File: src/rtl/dcache_mem_ctrl.sv
// Direct-mapped, write-through, no-write-allocate data cache between the
// MEM stage and a slow main-memory port. Loads that miss refill a whole
// 4-word line; every store is written through to memory, and a store that
// hits also updates the cached word. The pipeline is frozen via Cache_Stall
// while a memory transfer is outstanding.
//
// Optional build macro: DCACHE_STATS_EN adds the HitCount / MissCount
// statistics outputs. With the macro undefined those ports do not exist.
module dcache_mem_ctrl #(
  parameter int INDEX_BITS = 4
) (
  input  logic        CLK,
  input  logic        RESETn,
  input  logic        MemtoRegM,
  input  logic        MemWriteM,
  input  logic [31:0] ALUOutM,
  input  logic [31:0] WriteDataM,
  output logic [31:0] ReadDataM,
  output logic        Cache_Stall,
  output logic        MEM_Req,
  output logic        MEM_WE,
  output logic [31:0] MEM_Addr,
  output logic [31:0] MEM_WData,
  input  logic [31:0] MEM_RData,
  input  logic        MEM_Ready
`ifdef DCACHE_STATS_EN
  ,
  output logic [31:0] HitCount,
  output logic [31:0] MissCount
`endif
);

  localparam int LINES = 1 << INDEX_BITS;
  localparam int WORDS = LINES * 4;
  localparam int TAG_W = 28 - INDEX_BITS;

  typedef enum logic [1:0] {
    IDLE   = 2'd0,
    REFILL = 2'd1,
    WRITE  = 2'd2
  } state_t;

  state_t state;
  state_t state_next;

  // Address fields of the current MEM-stage request
  logic [TAG_W-1:0]      req_tag;
  logic [INDEX_BITS-1:0] req_index;
  logic [1:0]            req_word;
  logic                  unused_addr_lsbs;

  assign req_tag          = ALUOutM[31:4+INDEX_BITS];
  assign req_index        = ALUOutM[3+INDEX_BITS:4];
  assign req_word         = ALUOutM[3:2];
  assign unused_addr_lsbs = ^ALUOutM[1:0];

  // Cache storage: data and tags carry no reset, only the valid bits do
  logic [31:0]      data_mem [WORDS];
  logic [TAG_W-1:0] tag_mem  [LINES];
  logic [LINES-1:0] valid;

  // Transfer bookkeeping
  logic [1:0]            cnt;
  logic                  done_w;
  logic [TAG_W-1:0]      fill_tag;
  logic [INDEX_BITS-1:0] fill_index;
  logic [31:0]           wr_addr;
  logic [31:0]           wr_data;

  // Lookup for the request presented in IDLE
  logic        line_hit;
  logic [31:0] cached_word;

  assign line_hit    = valid[req_index] && (tag_mem[req_index] == req_tag);
  assign cached_word = data_mem[{req_index, req_word}];

  // Per-cycle strobes decoded by the FSM
  logic start_refill;
  logic start_write;
  logic refill_wr;
  logic refill_last;
  logic write_done;
  logic load_hit;

  assign refill_last = refill_wr && (cnt == 2'd3);

  // State register
  always_ff @(posedge CLK) begin
    if (!RESETn) begin
      state <= IDLE;
    end else begin
      state <= state_next;
    end
  end

  // Next-state, pipeline handshake and memory-port outputs
  always_comb begin
    state_next   = state;
    ReadDataM    = 32'd0;
    Cache_Stall  = 1'b0;
    MEM_Req      = 1'b0;
    MEM_WE       = 1'b0;
    MEM_Addr     = 32'd0;
    MEM_WData    = 32'd0;
    start_refill = 1'b0;
    start_write  = 1'b0;
    refill_wr    = 1'b0;
    write_done   = 1'b0;
    load_hit     = 1'b0;

    case (state)
      IDLE: begin
        if (MemWriteM) begin
          // A store that has already been written through is let go
          // without a second transfer; done_w remembers that.
          if (!done_w) begin
            Cache_Stall = 1'b1;
            start_write = 1'b1;
            state_next  = WRITE;
          end
        end else if (MemtoRegM) begin
          if (line_hit) begin
            ReadDataM = cached_word;
            load_hit  = 1'b1;
          end else begin
            Cache_Stall  = 1'b1;
            start_refill = 1'b1;
            state_next   = REFILL;
          end
        end
      end

      REFILL: begin
        Cache_Stall = 1'b1;
        MEM_Req     = 1'b1;
        MEM_Addr    = {fill_tag, fill_index, cnt, 2'b00};
        if (MEM_Ready) begin
          refill_wr = 1'b1;
          if (cnt == 2'd3) begin
            state_next = IDLE;
          end
        end
      end

      WRITE: begin
        Cache_Stall = 1'b1;
        MEM_Req     = 1'b1;
        MEM_WE      = 1'b1;
        MEM_Addr    = wr_addr;
        MEM_WData   = wr_data;
        if (MEM_Ready) begin
          write_done = 1'b1;
          state_next = IDLE;
        end
      end

      default: begin
        state_next = IDLE;
      end
    endcase
  end

  // Control state: refill word counter, store-done flag and valid bits
  always_ff @(posedge CLK) begin
    if (!RESETn) begin
      cnt    <= 2'd0;
      done_w <= 1'b0;
      valid  <= '0;
    end else begin
      if (start_refill) begin
        cnt <= 2'd0;
      end else if (refill_wr) begin
        cnt <= cnt + 2'd1;
      end

      if (write_done) begin
        done_w <= 1'b1;
      end else if (state == IDLE) begin
        done_w <= 1'b0;
      end

      if (refill_last) begin
        valid[fill_index] <= 1'b1;
      end
    end
  end

  // Datapath: request latches, line data and tag writes
  always_ff @(posedge CLK) begin
    if (start_refill) begin
      fill_tag   <= req_tag;
      fill_index <= req_index;
    end

    if (start_write) begin
      wr_addr <= {ALUOutM[31:2], 2'b00};
      wr_data <= WriteDataM;
      if (line_hit) begin
        data_mem[{req_index, req_word}] <= WriteDataM;
      end
    end

    if (refill_wr) begin
      data_mem[{fill_index, cnt}] <= MEM_RData;
    end

    if (refill_last) begin
      tag_mem[fill_index] <= fill_tag;
    end
  end

`ifdef DCACHE_STATS_EN
  // Hit/miss statistics; stores are not counted, both counters wrap
  always_ff @(posedge CLK) begin
    if (!RESETn) begin
      HitCount  <= 32'd0;
      MissCount <= 32'd0;
    end else begin
      if (load_hit) begin
        HitCount <= HitCount + 32'd1;
      end
      if (start_refill) begin
        MissCount <= MissCount + 32'd1;
      end
    end
  end
`endif

endmodule

File: config.mk
export PLATFORM = sky130hd
export DESIGN_NAME = dcache_mem_ctrl
export DESIGN_NICKNAME = d
export VERILOG_FILES = /design/src/rtl/dcache_mem_ctrl.sv
export SDC_FILE = /design/constraint.sdc
export NUM_CORES = 2
export LEC_CHECK = 0
export CORE_MARGIN = 5
export CORE_UTILIZATION = 40
export DETAILED_ROUTE_END_ITERATION = 8
export GPL_TIMING_DRIVEN = 0
export PLACE_DENSITY = 0.54
export SYNTH_ARGS = -nofsm -noshare
export SYNTH_HDL_FRONTEND = slang
export SYNTH_SLANG_ARGS = --single-unit
File: constraint.sdc
create_clock -name CLK -period 5.9 [get_ports CLK]
set_input_delay 0.885 -clock CLK [delete_from_list [all_inputs] [get_ports CLK]]
set_output_delay 0.885 -clock CLK [all_outputs]
set_load 0.005 [all_outputs]
==> summary.txt <==
WP buf/inv -> 5
Fmax -> 171.0 MHz
Max FO, Critical Path -> 10
Die area -> 256,800 um^2
Clock tree sinks -> 2,543
Worst-margin pin slew -> 1260 ps
Fin. max-slew vios -> 0
Count of final hold-check violations -> 0
Area grow syn2layout -> 19.15%
Delay-heaviest family, CP -> buffers and inverters
Rel. slew slack -> 16.00%
Area post-placement -> 108,500 um^2
Antenna viol nets, final -> 0
Worst Hold Class -> input pin to flop
Core area -> 245,700 um^2
Post-Synth Simple-Gate Area -> 2.203%
DRC viols -> 0
Final Critical Period -> 5849 ps
Worst setup SP type -> input pin
# placed instances -> 7,754
Crit path cell chain -> clkdlybuf4s50_1, clkbuf_4, clkbuf_2, buf_2, mux4_2, mux4_2, mux4_2, nor2b_4, clkdlybuf4s50_1
Arrival @ worst endpoint -> 4960 ps
Status -> completed
Top post-synthesis cells by area -> edfxtp_1 77%, mux4_2 17%, mux2i_1 0.63%
Async set-reset flop share out of synthesis -> 0%
Fin cells -> 8,239
Synth cell types -> 74
Maximum clock path buffer count -> 4
Clock-pin slew on the worst setup and hold paths -> 60 ps
Crit path top cell by count -> mux4_2
Post-synthesis compound-gate area fraction -> 1.265%
Layout cells sized above 1 -> 31.94%
DR iter-0 viols -> 6,142
Top-area cell type share of the netlist area -> 76.73%
Initial antenna violation count -> 30
IO Pins -> 200
Crit Path Class -> input pin to output pin
Unrepaired setup endpoints after global routing -> false
CTS buffer count -> 279
Row count -> 182
Adder-Cell Fraction of Synth Area -> 0.06338%
Final Util -> 47.87%
TritonCTS clock tree -> built
Filler cells -> 19.76k
Register area -> 76,150 um^2
Number of synthesized flops with an enable pin -> 2,522
Gate Count Post-Synth -> 4,208
Mapped Avg Cell Area -> 23.46 um^2
Flops & latches, synth -> 2,543
Port Buf Inserts -> 195
NumNets Final -> 4,932
H-tree depth -> 5
Critical path depth -> 9
First-pass GRT wire length -> 399.5 mm
Root buffer cell -> clkbuf_16
Post-CTS Hold Buffers -> 0
Post-route cell area -> 117,600 um^2
Pleak -> 0.03656 uW
Syn Std Cell Area -> 98,700 um^2
Placer Congestion -> 0.8518
Max VDD drop -> 0.0002973 V
Initial Utilization -> 40.17%
# Max-Cap Violations -> 0
Reg2Reg Depth -> 9
Min Hold Slack -> 292.2 ps
Worst Setup End Kind -> output pin
PwrDens -> 350.7 nW/um^2
GRT overflow -> 0
Detailed-route via count -> 48.59k
DR vias/cell -> 5.898
Die W -> 506.7 um
Prevailing post-synth register cell -> edfxtp_1
CP max-delay cell -> clkdlybuf4s50_1
Setup Viol. Count Final -> 0
Critical Path Max Stage Delay -> 610 ps
Largest net degree at the start of global routing -> 65
Seq/Total Area, Yosys -> 77.15%
Biggest area consumer among synthesized cells -> edfxtp_1
Skew final -> 51.54 ps
Final setup margin -> 51.17 ps
Total GRT Usage -> 22.35%
Ys Warns -> 0
Largest family of logic cells by synthesized area -> multiplexers
CP required -> 5020 ps
Hold path cells -> 1
Place WS -> -2546 ps
Final WL -> 288.6 mm
Pre-antenna DRT Iters -> 6
Number of global-route vias before repair -> 48.78k
Post-Synth XOR/XNOR Area -> 0.3106%
Multi-input logic area -> 22,630 um^2
Die Height -> 506.7 um
Hpwl dp -> 196.3 mm
Drt wl/cell -> 35.03 um
Multiplexer share of the synthesized area -> 17.89%
Worst-Skew Late Latency -> 920 ps
Period utilisation layout -> 99.13%
## final cells by class
type | instances | share of cell area [%]
well taps | 3220 | 3.426
diodes | 13 | 0.02766
clock inverters | 104 | 0.6798
inverters | 11 | 0.03511
plain buffers | 234 | 1.364
repair buffers | 336 | 4.129
flip-flops and latches | 2543 | 64.75
multi-input cells | 1421 | 19.24
clock buffers | 357 | 6.348
## worst register-to-register path, delay by kind of cell, from the launching register on
kind / cells / cell delay (ps)
AND/OR/NAND/NOR: 3 / 1260
adder cells (fa/ha/maj): 1 / 140
buffers and inverters: 5 / 2450
flip-flops: 1 / 350
## stage by stage
step / power (uW) / TNS, ps
2_1_floorplan: 23190 / 0
3_3_place_gp: 25210 / -9157130
3_5_place_dp: 25430 / -2355940
4_1_cts: 41600 / -231.2
5_1_grt: 42490 / 0
6_report: 41240 / 0
## synthesized netlist by cell type (14+ instances only)
cell type  count
a21oi_1       70
a22oi_1       39
and2_1        35
buf_1         43
buf_2         25
clkbuf_1     142
dfxtp_1       21
edfxtp_1    2522
mux2i_1       62
mux4_2       751
nand2_1      157
nand3_1       14
nor2_1        33
nor2b_1       41
nor2b_4       30
nor3_1        15
o21a_1        17
xnor2_1       25
## cell families (layout without fill, tap and decap cells)
| group | Yosys count | after routing |
|---|---|---|
| DFF | 2543 | 2543 |
| muxes | 820 | 820 |
| and+or+nand+nor | 373 | 373 |
| buffers and inverters | 245 | 1042 |
| AOI/OAI and AO/OA | 186 | 186 |
| xor gates and xnor gates | 35 | 35 |
| adders and majority gates | 5 | 5 |
| other | 1 | 15 |
## power breakdown
part           total (uW)  switching [uW]  internal (uW)
combinational        3990            2700           1290
sequential          21100             194          20900
clock               16200            6790           9400
total               41200            9680          31600
## cell usage in the layout (no fill, tap or decap), types with 13 or more instances in the layout
cell type           n
a21oi_4            64
a22oi_1            38
and2_1             35
buf_12             70
buf_16             48
buf_2              15
buf_4              38
buf_6              35
clkbuf_1          116
clkbuf_16         288
clkbuf_2           70
clkbuf_4           22
clkdlybuf4s50_1   190
clkinv_1           46
clkinv_2           37
dfxtp_1            21
diode_2            13
edfxtp_1         2522
mux2i_1            57
mux4_2            751
nand2_1           125
nand2_4            21
nand3_1            13
nor2_1             20
nor2_4             13
nor2b_1            38
nor2b_4            30
o21a_1             17
xnor2_1            20
## final timing paths
check	end	slack, ps	start
setup / recovery	ReadDataM[8]	50	ALUOutM[3]
hold / removal	wr_addr[4]	290	ALUOutM[4]
setup reg to reg	data_mem[4][7]	1240	state[1]
hold reg to reg	valid[8]	470	valid[8]
## registers in the layout, indices dropped and copies added (netlist names), 4 cells and up
name,cells
fill_tag,24
tag_mem,384
fill_index,4
data_mem,2048
valid,16
wr_data,32
wr_addr,30
## routing by layer
layer  track usage (%)  vias up  wire length (um)
li1                  -    19250                 -
met4             5.265        4              6605
met5                 0        -                27
met1             31.57    26840            118300
met2             36.84     2128            142100
met3             3.591      375             21530
## repair_timing
action | CTS | global route
gates resized for setup | 339 | 22
endpoints found under the setup margin | 1626 | 32
endpoints found under the hold margin | 0 | 0
buffers inserted | 11 | 0
pin swaps | 8 | 0
Note: power is estimated with default switching activity, not from simulation.
